--- src/rtl/digit_serial_adder_pkg.sv ---
`default_nettype none
// ============================================================================
// Module      : digit_serial_adder_pkg
// Description : Shared definitions for the digit-serial adder/subtractor:
//               FSM state encoding and helpers that size the digit counter
//               and validate the WIDTH/DIGIT pairing.
// Optional    : DIGIT_SERIAL_ADDER_OVF_EN (used by the interface/top only)
// Revision    : 1.0 - initial release
// ============================================================================
package digit_serial_adder_pkg;

    typedef enum logic [1:0] {
        IDLE = 2'd0,
        RUN  = 2'd1,
        DONE = 2'd2
    } state_t;

    // Number of digit cycles needed for one operation.
    function automatic int calc_n(input int width, input int digit);
        return width / digit;
    endfunction

    // Counter width; a single-digit operation still needs a 1-bit counter.
    function automatic int calc_cnt_w(input int width, input int digit);
        int n;
        n = width / digit;
        return (n > 1) ? $clog2(n) : 1;
    endfunction

    // Legal pairing: 1 <= DIGIT <= WIDTH and WIDTH a multiple of DIGIT.
    function automatic bit width_ok(input int width, input int digit);
        return (digit >= 1) && (digit <= width) && ((width % digit) == 0);
    endfunction

endpackage : digit_serial_adder_pkg
`default_nettype wire

--- src/rtl/digit_serial_adder_if.sv ---
`default_nettype none
// ============================================================================
// Module      : digit_serial_adder_if
// Description : Request/response bundle for digit_serial_adder.
//               Request : in_valid, in_ready, a, b, cin, sub
//               Response: out_valid, out_ready, sum, cout, ovf (optional)
//               slave  modport = the adder, master modport = the requester.
// Optional    : DIGIT_SERIAL_ADDER_OVF_EN adds the ovf signal.
// Revision    : 1.0 - initial release
// ============================================================================
interface digit_serial_adder_if #(
    parameter int WIDTH = 16
);
    logic             in_valid;
    logic             in_ready;
    logic [WIDTH-1:0] a;
    logic [WIDTH-1:0] b;
    logic             cin;
    logic             sub;
    logic             out_valid;
    logic             out_ready;
    logic [WIDTH-1:0] sum;
    logic             cout;
`ifdef DIGIT_SERIAL_ADDER_OVF_EN
    logic             ovf;
`endif

    modport slave (
        input  in_valid, a, b, cin, sub, out_ready,
        output in_ready, out_valid, sum, cout
`ifdef DIGIT_SERIAL_ADDER_OVF_EN
        , output ovf
`endif
    );

    modport master (
        output in_valid, a, b, cin, sub, out_ready,
        input  in_ready, out_valid, sum, cout
`ifdef DIGIT_SERIAL_ADDER_OVF_EN
        , input ovf
`endif
    );

endinterface : digit_serial_adder_if
`default_nettype wire

--- src/rtl/digit_serial_adder_digit_add.sv ---
`default_nettype none
// ============================================================================
// Module      : digit_add
// Description : Combinational DIGIT-bit ripple-carry adder.
//               a, b    : DIGIT-bit addends
//               cin     : carry into bit 0
//               sum     : DIGIT-bit result
//               cout    : carry out of the top bit
//               msb_cin : carry into the top bit (signed-overflow detection)
// Revision    : 1.0 - initial release
// ============================================================================
module digit_add #(
    parameter int DIGIT = 4
) (
    input  logic [DIGIT-1:0] a,
    input  logic [DIGIT-1:0] b,
    input  logic             cin,
    output logic [DIGIT-1:0] sum,
    output logic             cout,
    output logic             msb_cin
);

    logic w_carry;

    // Ripple carry kept in a single procedural variable so the chain is
    // evaluated bit by bit without a combinational feedback vector.
    always_comb begin
        w_carry = cin;
        sum     = '0;
        msb_cin = 1'b0;
        for (int i = 0; i < DIGIT; i++) begin
            if (i == DIGIT - 1) begin
                msb_cin = w_carry;
            end
            sum[i]  = a[i] ^ b[i] ^ w_carry;
            w_carry = (a[i] & b[i]) | (w_carry & (a[i] ^ b[i]));
        end
        cout = w_carry;
    end

endmodule : digit_add
`default_nettype wire

--- src/rtl/digit_serial_adder.sv ---
`default_nettype none
// ============================================================================
// Module      : digit_serial_adder
// Description : Multi-cycle adder/subtractor processing DIGIT bits per clock
//               with a registered inter-digit carry, behind valid/ready
//               handshakes on request and response sides.
//               clk : rising-edge clock
//               rst : synchronous active-high reset
//               bus : digit_serial_adder_if.slave (request/response bundle)
// Optional    : DIGIT_SERIAL_ADDER_OVF_EN enables the signed overflow flag.
// Revision    : 1.0 - initial release
// ============================================================================
module digit_serial_adder
    import digit_serial_adder_pkg::*;
#(
    parameter int WIDTH = 16,
    parameter int DIGIT = 4
) (
    input  logic                 clk,
    input  logic                 rst,
    digit_serial_adder_if.slave  bus
);

    if (!width_ok(WIDTH, DIGIT)) begin : g_param_check
        $error("digit_serial_adder: WIDTH must be a multiple of DIGIT, 1 <= DIGIT <= WIDTH");
    end

    localparam int                 c_N     = calc_n(WIDTH, DIGIT);
    localparam int                 c_CNT_W = calc_cnt_w(WIDTH, DIGIT);
    localparam logic [c_CNT_W-1:0] c_LAST  = c_CNT_W'(c_N - 1);

    state_t               state_q, state_d;
    logic [c_CNT_W-1:0]   cnt_q, cnt_d;
    logic                 carry_q, carry_d;
    logic [WIDTH-1:0]     a_q, a_d;
    logic [WIDTH-1:0]     b_q, b_d;
    logic [WIDTH-1:0]     sum_q, sum_d;
    logic                 cout_q, cout_d;
`ifdef DIGIT_SERIAL_ADDER_OVF_EN
    logic                 ovf_q, ovf_d;
`endif

    logic [DIGIT-1:0]       w_dig_sum;
    logic                   w_dig_cout;
    logic                   w_msb_cin;
    logic [WIDTH+DIGIT-1:0] w_sum_cat;

    digit_add #(
        .DIGIT   (DIGIT)
    ) u_digit_add (
        .a       (a_q[DIGIT-1:0]),
        .b       (b_q[DIGIT-1:0]),
        .cin     (carry_q),
        .sum     (w_dig_sum),
        .cout    (w_dig_cout),
        .msb_cin (w_msb_cin)
    );

`ifndef DIGIT_SERIAL_ADDER_OVF_EN
    logic w_unused_msb_cin;
    assign w_unused_msb_cin = w_msb_cin;
`endif

    // New digit enters at the MSB end; slicing the concatenation keeps this
    // legal even when DIGIT == WIDTH (the old contents shift out entirely).
    assign w_sum_cat = {w_dig_sum, sum_q};

    always_ff @(posedge clk) begin
        if (rst) begin
            state_q <= IDLE;
            cnt_q   <= '0;
            carry_q <= 1'b0;
            a_q     <= '0;
            b_q     <= '0;
            sum_q   <= '0;
            cout_q  <= 1'b0;
`ifdef DIGIT_SERIAL_ADDER_OVF_EN
            ovf_q   <= 1'b0;
`endif
        end else begin
            state_q <= state_d;
            cnt_q   <= cnt_d;
            carry_q <= carry_d;
            a_q     <= a_d;
            b_q     <= b_d;
            sum_q   <= sum_d;
            cout_q  <= cout_d;
`ifdef DIGIT_SERIAL_ADDER_OVF_EN
            ovf_q   <= ovf_d;
`endif
        end
    end

    always_comb begin
        state_d = state_q;
        cnt_d   = cnt_q;
        carry_d = carry_q;
        a_d     = a_q;
        b_d     = b_q;
        sum_d   = sum_q;
        cout_d  = cout_q;
`ifdef DIGIT_SERIAL_ADDER_OVF_EN
        ovf_d   = ovf_q;
`endif
        case (state_q)
            IDLE: begin
                if (bus.in_valid) begin
                    // Subtract runs as a + ~b + ~cin through the same adder.
                    a_d     = bus.a;
                    b_d     = bus.sub ? ~bus.b : bus.b;
                    carry_d = bus.cin ^ bus.sub;
                    cnt_d   = '0;
                    state_d = RUN;
                end
            end
            RUN: begin
                sum_d   = w_sum_cat[WIDTH+DIGIT-1:DIGIT];
                a_d     = a_q >> DIGIT;
                b_d     = b_q >> DIGIT;
                carry_d = w_dig_cout;
                cnt_d   = cnt_q + c_CNT_W'(1);
                if (cnt_q == c_LAST) begin
                    cout_d  = w_dig_cout;
`ifdef DIGIT_SERIAL_ADDER_OVF_EN
                    ovf_d   = w_msb_cin ^ w_dig_cout;
`endif
                    state_d = DONE;
                end
            end
            DONE: begin
                if (bus.out_ready) begin
                    state_d = IDLE;
                end
            end
            default: begin
                state_d = IDLE;
            end
        endcase
    end

    assign bus.in_ready  = (state_q == IDLE);
    assign bus.out_valid = (state_q == DONE);
    assign bus.sum       = sum_q;
    assign bus.cout      = cout_q;
`ifdef DIGIT_SERIAL_ADDER_OVF_EN
    assign bus.ovf       = ovf_q;
`endif

endmodule : digit_serial_adder
`default_nettype wire

--- src/flat_wrapper.sv ---
// flat-port wrapper written by rule: the top's interface ports become plain ports
module digit_serial_adder_flat import digit_serial_adder_pkg::*;
#(
    parameter int WIDTH = 16,
    parameter int DIGIT = 4
)
  (clk, rst, bus_in_valid, bus_a, bus_b, bus_cin, bus_sub, bus_out_ready, bus_in_ready, bus_out_valid, bus_sum, bus_cout);
  digit_serial_adder_if #(.WIDTH(WIDTH)) bus_i ();
  input  logic clk;
  input  logic rst;
  input wire logic [$bits(bus_i.in_valid)-1:0] bus_in_valid;
  input wire logic [$bits(bus_i.a)-1:0] bus_a;
  input wire logic [$bits(bus_i.b)-1:0] bus_b;
  input wire logic [$bits(bus_i.cin)-1:0] bus_cin;
  input wire logic [$bits(bus_i.sub)-1:0] bus_sub;
  input wire logic [$bits(bus_i.out_ready)-1:0] bus_out_ready;
  output wire logic [$bits(bus_i.in_ready)-1:0] bus_in_ready;
  output wire logic [$bits(bus_i.out_valid)-1:0] bus_out_valid;
  output wire logic [$bits(bus_i.sum)-1:0] bus_sum;
  output wire logic [$bits(bus_i.cout)-1:0] bus_cout;
  assign bus_i.in_valid = bus_in_valid;
  assign bus_i.a = bus_a;
  assign bus_i.b = bus_b;
  assign bus_i.cin = bus_cin;
  assign bus_i.sub = bus_sub;
  assign bus_i.out_ready = bus_out_ready;
  assign bus_in_ready = bus_i.in_ready;
  assign bus_out_valid = bus_i.out_valid;
  assign bus_sum = bus_i.sum;
  assign bus_cout = bus_i.cout;
  digit_serial_adder #(.WIDTH(WIDTH), .DIGIT(DIGIT)) u_core (.clk(clk), .rst(rst), .bus(bus_i));
endmodule
--- config.mk ---
export PLATFORM = sky130hd
export DESIGN_NAME = digit_serial_adder_flat
export DESIGN_NICKNAME = d
export VERILOG_FILES = /design/src/rtl/digit_serial_adder_pkg.sv /design/src/rtl/digit_serial_adder_if.sv /design/src/rtl/digit_serial_adder_digit_add.sv /design/src/rtl/digit_serial_adder.sv /design/src/flat_wrapper.sv
export SDC_FILE = /design/constraint.sdc
export NUM_CORES = 1
export LEC_CHECK = 0
export CAP_MARGIN = 20
export CORE_MARGIN = 2
export CORE_UTILIZATION = 30
export CTS_CLUSTER_DIAMETER = 200
export CTS_CLUSTER_SIZE = 40
export DETAILED_ROUTE_END_ITERATION = 10
export HOLD_SLACK_MARGIN = 0.12
export PLACE_DENSITY = 0.58
export SYNTH_ARGS = -nofsm -noshare
export SYNTH_HDL_FRONTEND = slang
export SYNTH_HIERARCHICAL = 1
export SYNTH_SLANG_ARGS = --single-unit
--- constraint.sdc ---
create_clock -name clk -period 5.2 [get_ports clk]
set_clock_uncertainty 0.2 [all_clocks]
set_input_delay 1.04 -clock clk [delete_from_list [all_inputs] [get_ports clk]]
set_output_delay 1.04 -clock clk [all_outputs]
set_load 0.1 [all_outputs]
Word level (Yosys, flattened, before mapping)

Cells that the tools add are included.

Register bits after elaboration: 54
Input bits: 38
Output and inout bits: 19
Logic and storage cells: 54

Add/sub/neg operators: 1
Eq/ne operators: 6
Multiplexer cells: 13
Bitwise logic cells: 22
Reductions and logical operators: 5

Operators by type and width:

| kind                                                                     | number |
|---|---|
| 16-bit case mux with 2 select lines                                      | 2 |
| 16-bit 2-to-1 mux                                                        | 3 |
| 16-bit inverter                                                          | 1 |
| 1-bit XOR                                                                | 9 |
| 1-bit bitwise AND                                                        | 8 |
| 2-bit 2-to-1 mux                                                         | 4 |
| 2-bit case mux with 3 select lines                                       | 1 |
| 2-bit == test (second input constant)                                    | 2 |
| 2-bit inequality test (second input constant)                            | 2 |
| 1-bit bitwise OR                                                         | 4 |
| 2-bit case mux with 2 select lines                                       | 1 |
| 2-bit AND reduction                                                      | 2 |
| 3-bit AND reduction                                                      | 1 |
| 2-bit by 1-bit adder with 2-bit output (second input constant)           | 1 |
| 2-bit by 1-bit == test with 1-bit output (second input constant)         | 1 |
| 2-bit logical NOT                                                        | 1 |
| 2-bit by 1-bit inequality test with 1-bit output (second input constant) | 1 |
| 1-bit case mux with 2 select lines                                       | 1 |
| 2-bit nonzero test                                                       | 1 |
| 1-bit 2-to-1 mux                                                         | 1 |

Depth between registers and ports, before layout

Word-level depth: 10
Mapped depth: 8
Depth with buffers taken out: 8

Hierarchy

The synthesis kept the hierarchy.

By module, submodules not included:

| module             | instances | cells an instance | area each (um^2) | seq. area each (um^2) |
|---|---|---|---|---|
| digit_serial_adder | 1         | 256               | 2,299.7          | 1,081.0 |
| digit_add          | 1         | 12                | 110.1            | 0.0 |

Worst setup path before layout

Ideal clock, no wire load.

Path kind: reg2out
Start: reg u_core.state_q[0]
End: out bus_in_ready
Arrival time: 1,919 ps
Required time: 3,960 ps
Path slack: 2,041 ps
Cell stages (with the launch flop): 4
Path through: dfxtp_1 -> buf_2 -> buf_4 -> nor2_1

Word-level cells in the longest chain between the ends: 1

RTL lines:

| item                     | line                      | text |
|---|---|---|
| start: declaration       | digit_serial_adder.sv:32  | `state_t state_q, state_d;` |
| start signal: assignment | digit_serial_adder.sv:81  | `state_q <= state_d;` |
| 2-bit logical NOT        | digit_serial_adder.sv:141 | `assign bus.in_ready = (state_q == IDLE);` |
| end: declaration         | flat_wrapper.sv:17        | `output wire logic [$bits(bus_i.in_ready)-1:0] bus_in_ready;` |

Every way passes these cells.

Final worst setup path

Start: reg u_core.state_q[1]
End: out bus_out_valid

Word-level cells in the longest chain between the ends: 1

RTL lines:

| item             | line                      | text |
|---|---|---|
| 2-bit == test    | digit_serial_adder.sv:142 | `assign bus.out_valid = (state_q == DONE);` |
| end: declaration | flat_wrapper.sv:18        | `output wire logic [$bits(bus_i.out_valid)-1:0] bus_out_valid;` |

Every way passes these cells.

==> run metrics <==
worst-path maximum fanout=20; Vias per Instance=about 4.8; Die Ht=93.6 um; TritonCTS clock tree=done; crit path max-delay cell type=clkdlybuf4s50_1; mean post-synth cell area=8.99 um^2; Seq pwr share=51.2%; Mapped Cells=268; iteration count of the initial detailed-routing pass=4; worst rel slew slack=33.6%; Fill cells=818; Port Buf Inserts=56; DRC=0; root buf cell=clkbuf_8; gp weighted congestion=0.754; vias in the first global route=a little under 2000; Max Clk Rate=~270 MHz; power per cell area=292 nW/um^2; Pint=~650 uW; RSZ-0062 raised after global routing=no; Reg clk slew, reported paths=0.09 ns; final hold vios=0; Psw=251 uW; area delta synth->final=28.6%; Combinational Power Share=just under 20%; via count=1965; status=completed; Critical Path AT=2.52 ns; Yosys top cell by area=dfxtp_1; Seq/Total Area, Yosys=44.9%; synthesized area=2410 um^2; Initial Util=31.0%; Synth top area share=44.9%; DRT antenna net count=0; worst path cell trace=nor2b_1 -> clkdlybuf4s50_1; initial antenna violation count=0; Die W=approximately 94 um; Top Ports=57; sw frac=27.7%; minimum clock period=roughly 3.8 ns; Post-Route Setup TNS=0 ns; startpoint type of the worst setup path=flip-flop; Std-Cell Rows=32; final period utilization=72.4%; WP buf/inv=1; Iter 0 DRT Violations=73; H-tree levels=2; final core occ=39.9%; Yosys reg bits=54; VDD IR max=0.000107 V; Setup WS post-layout=1.44 ns; routed wire length=5210 um; first-pass GRT wire length=8850 um; share of cells above drive strength 1=approximately 8.7%; post-cts sizing count=0; total gr overflow=0; TritonCTS Buffers=5; post-detail-place hpwl=3510 um; wire length per cell=12.6 um; Crit. End Element=output pin; # nets final=352; core box area=7770 um^2; CTS sink count=54; synth top area cells=dfxtp_1 45%, a22oi_1 6.9%, a21oi_1 6.2%, o221a_2 5.6%, nand2_1 5.1%; Synth Net Count=311; Die Area=8770 um^2; power share of the clock group=29.3%; # Max-Cap Violations=0; Setup Slack @ Placement=1.79 ns; hold_buf cts=0; worst path required time=3.96 ns; setup violators final=0; # Post-CTS Setup Buffers=0; Worst Max-Slew Pin Slew=about 1 ns; Leak=roughly 0.0011 uW; synth warn=6; Max stage delay on crit path=roughly 1.2 ns; largest net degree at the start of global routing=43; clk buf depth=2; clk_lat worst skew=0.30 ns; All-Layer GR Usage=around an eighth; Max Transition Viols Final=0; Synth cell types=27; cell family with most CP delay=buffers and inverters; Hold WC Path Type=flip-flop to flip-flop; antenna diode count=0; Setup Crit Path Kind=flip-flop to output pin
-- metal layers --
layer  routed length, um  global-route usage [%]
met1                2540                    15.9
met3                 194                    3.06
met2                2400                    21.0
met4                  71                    3.99
met5                   0                       0
-- cell families after synthesis --
family,Yosys count,share of synthesized area [%]
compound gates,80,23.2
xor+xnor,17,6.18
fa+ha+maj,5,3.84
buf+inv,35,6.96
flops,54,44.9
simple gates,77,15.0
-- stage by stage --
stage / total power (uW) / instances / cell area, um^2 / hold WS, ns
2_1_floorplan: 594 / 268 / 2410 / 0.244
3_3_place_gp: 648 / 404 / 2990 / 0.243
3_5_place_dp: 650 / 404 / 2990 / 0.249
4_1_cts: 914 / 412 / 3100 / 0.262
5_1_grt: 950 / 412 / 3100 / 0.293
6_report: 904 / 412 / 3100 / 0.258
-- sequential cells by signal (all words and copies together), names as in the netlist --
| name | count |
|---|---|
| u_core/bus.sum | 16 |
| u_core/b_q | 16 |
| u_core/a_q | 16 |
| u_core/cnt_q | 2 |
| u_core/state_q | 2 |
| u_core/bus.cout | 1 |
| u_core/carry_q | 1 |
-- worst paths after layout --
kind,startpoint,to,slack [ns],depth (start not counted)
worst max-delay path,u_core/state_q[1]$_SDFFE_PP0P_,bus_out_valid,1.44,2
worst min-delay path,u_core/bus.sum[2]$_SDFFE_PP0P_,u_core/bus.sum[2]$_SDFFE_PP0P_,0.26,2
worst min register to register,u_core/bus.sum[2]$_SDFFE_PP0P_,u_core/bus.sum[2]$_SDFFE_PP0P_,0.26,2
worst max register to register,u_core/b_q[0]$_SDFFE_PP0P_,u_core/bus.sum[15]$_SDFFE_PP0P_,2.91,8
-- worst reg2reg max path: stages, from the launching register on --
cell	delay, ns
dfxtp_1	0.39
fa_1	0.19
inv_1	0.05
fa_1	0.38
fa_1	0.36
inv_1	0.07
fa_1	0.40
nand2_1	0.07
a21oi_1	0.06
-- layout make-up --
type / instances / area (um^2) / share of cell area, %
Clock buffer: 8 / 110 / 3.55
Inverter: 11 / 41.3 / 1.33
Timing Repair Buffer: 58 / 576 / 18.6
Sequential cell: 54 / 1080 / 34.9
Tap cell: 102 / 128 / 4.12
Multi-Input combinational cell: 179 / 1160 / 37.5
-- power groups by stage --
stage | clock network, uW | logic (uW) | registers (uW)
after floorplan | 0 | 105 | 489
after global placement | 0 | 176 | 472
after detailed placement | 0 | 178 | 472
after CTS | 273 | 178 | 463
after global routing | 289 | 194 | 467
final | 265 | 177 | 463
-- placed cells by master (no fill, tap or decap), types with 4 or more instances in the layout --
cell type	synthesis	routed
clkdlybuf4s50_1	0	56
nand2_1	33	33
dfxtp_1	54	54
a22oi_1	22	22
inv_1	11	11
o221a_2	12	12
nor2_1	23	23
xnor2_1	13	13
clkbuf_8	0	8
fa_1	4	4
a21oi_1	30	30
nor2b_1	12	11
o22ai_1	13	13
xor2_1	4	4
-- cell usage after synthesis, drive strengths merged --
library cell	number
nand2b	2
a21oi	30
xor2	4
nand3	1
clkbuf	9
ha	1
nand2	34
nand3b	1
nor3b	3
o21a	1
a22oi	22
o22ai	13
xnor2	13
nor2	24
inv	11
o221a	12
nor2b	12
fa	4
buf	15
o21bai	1
dfxtp	54
a211oi	1
(Power assumes the default switching activity.)
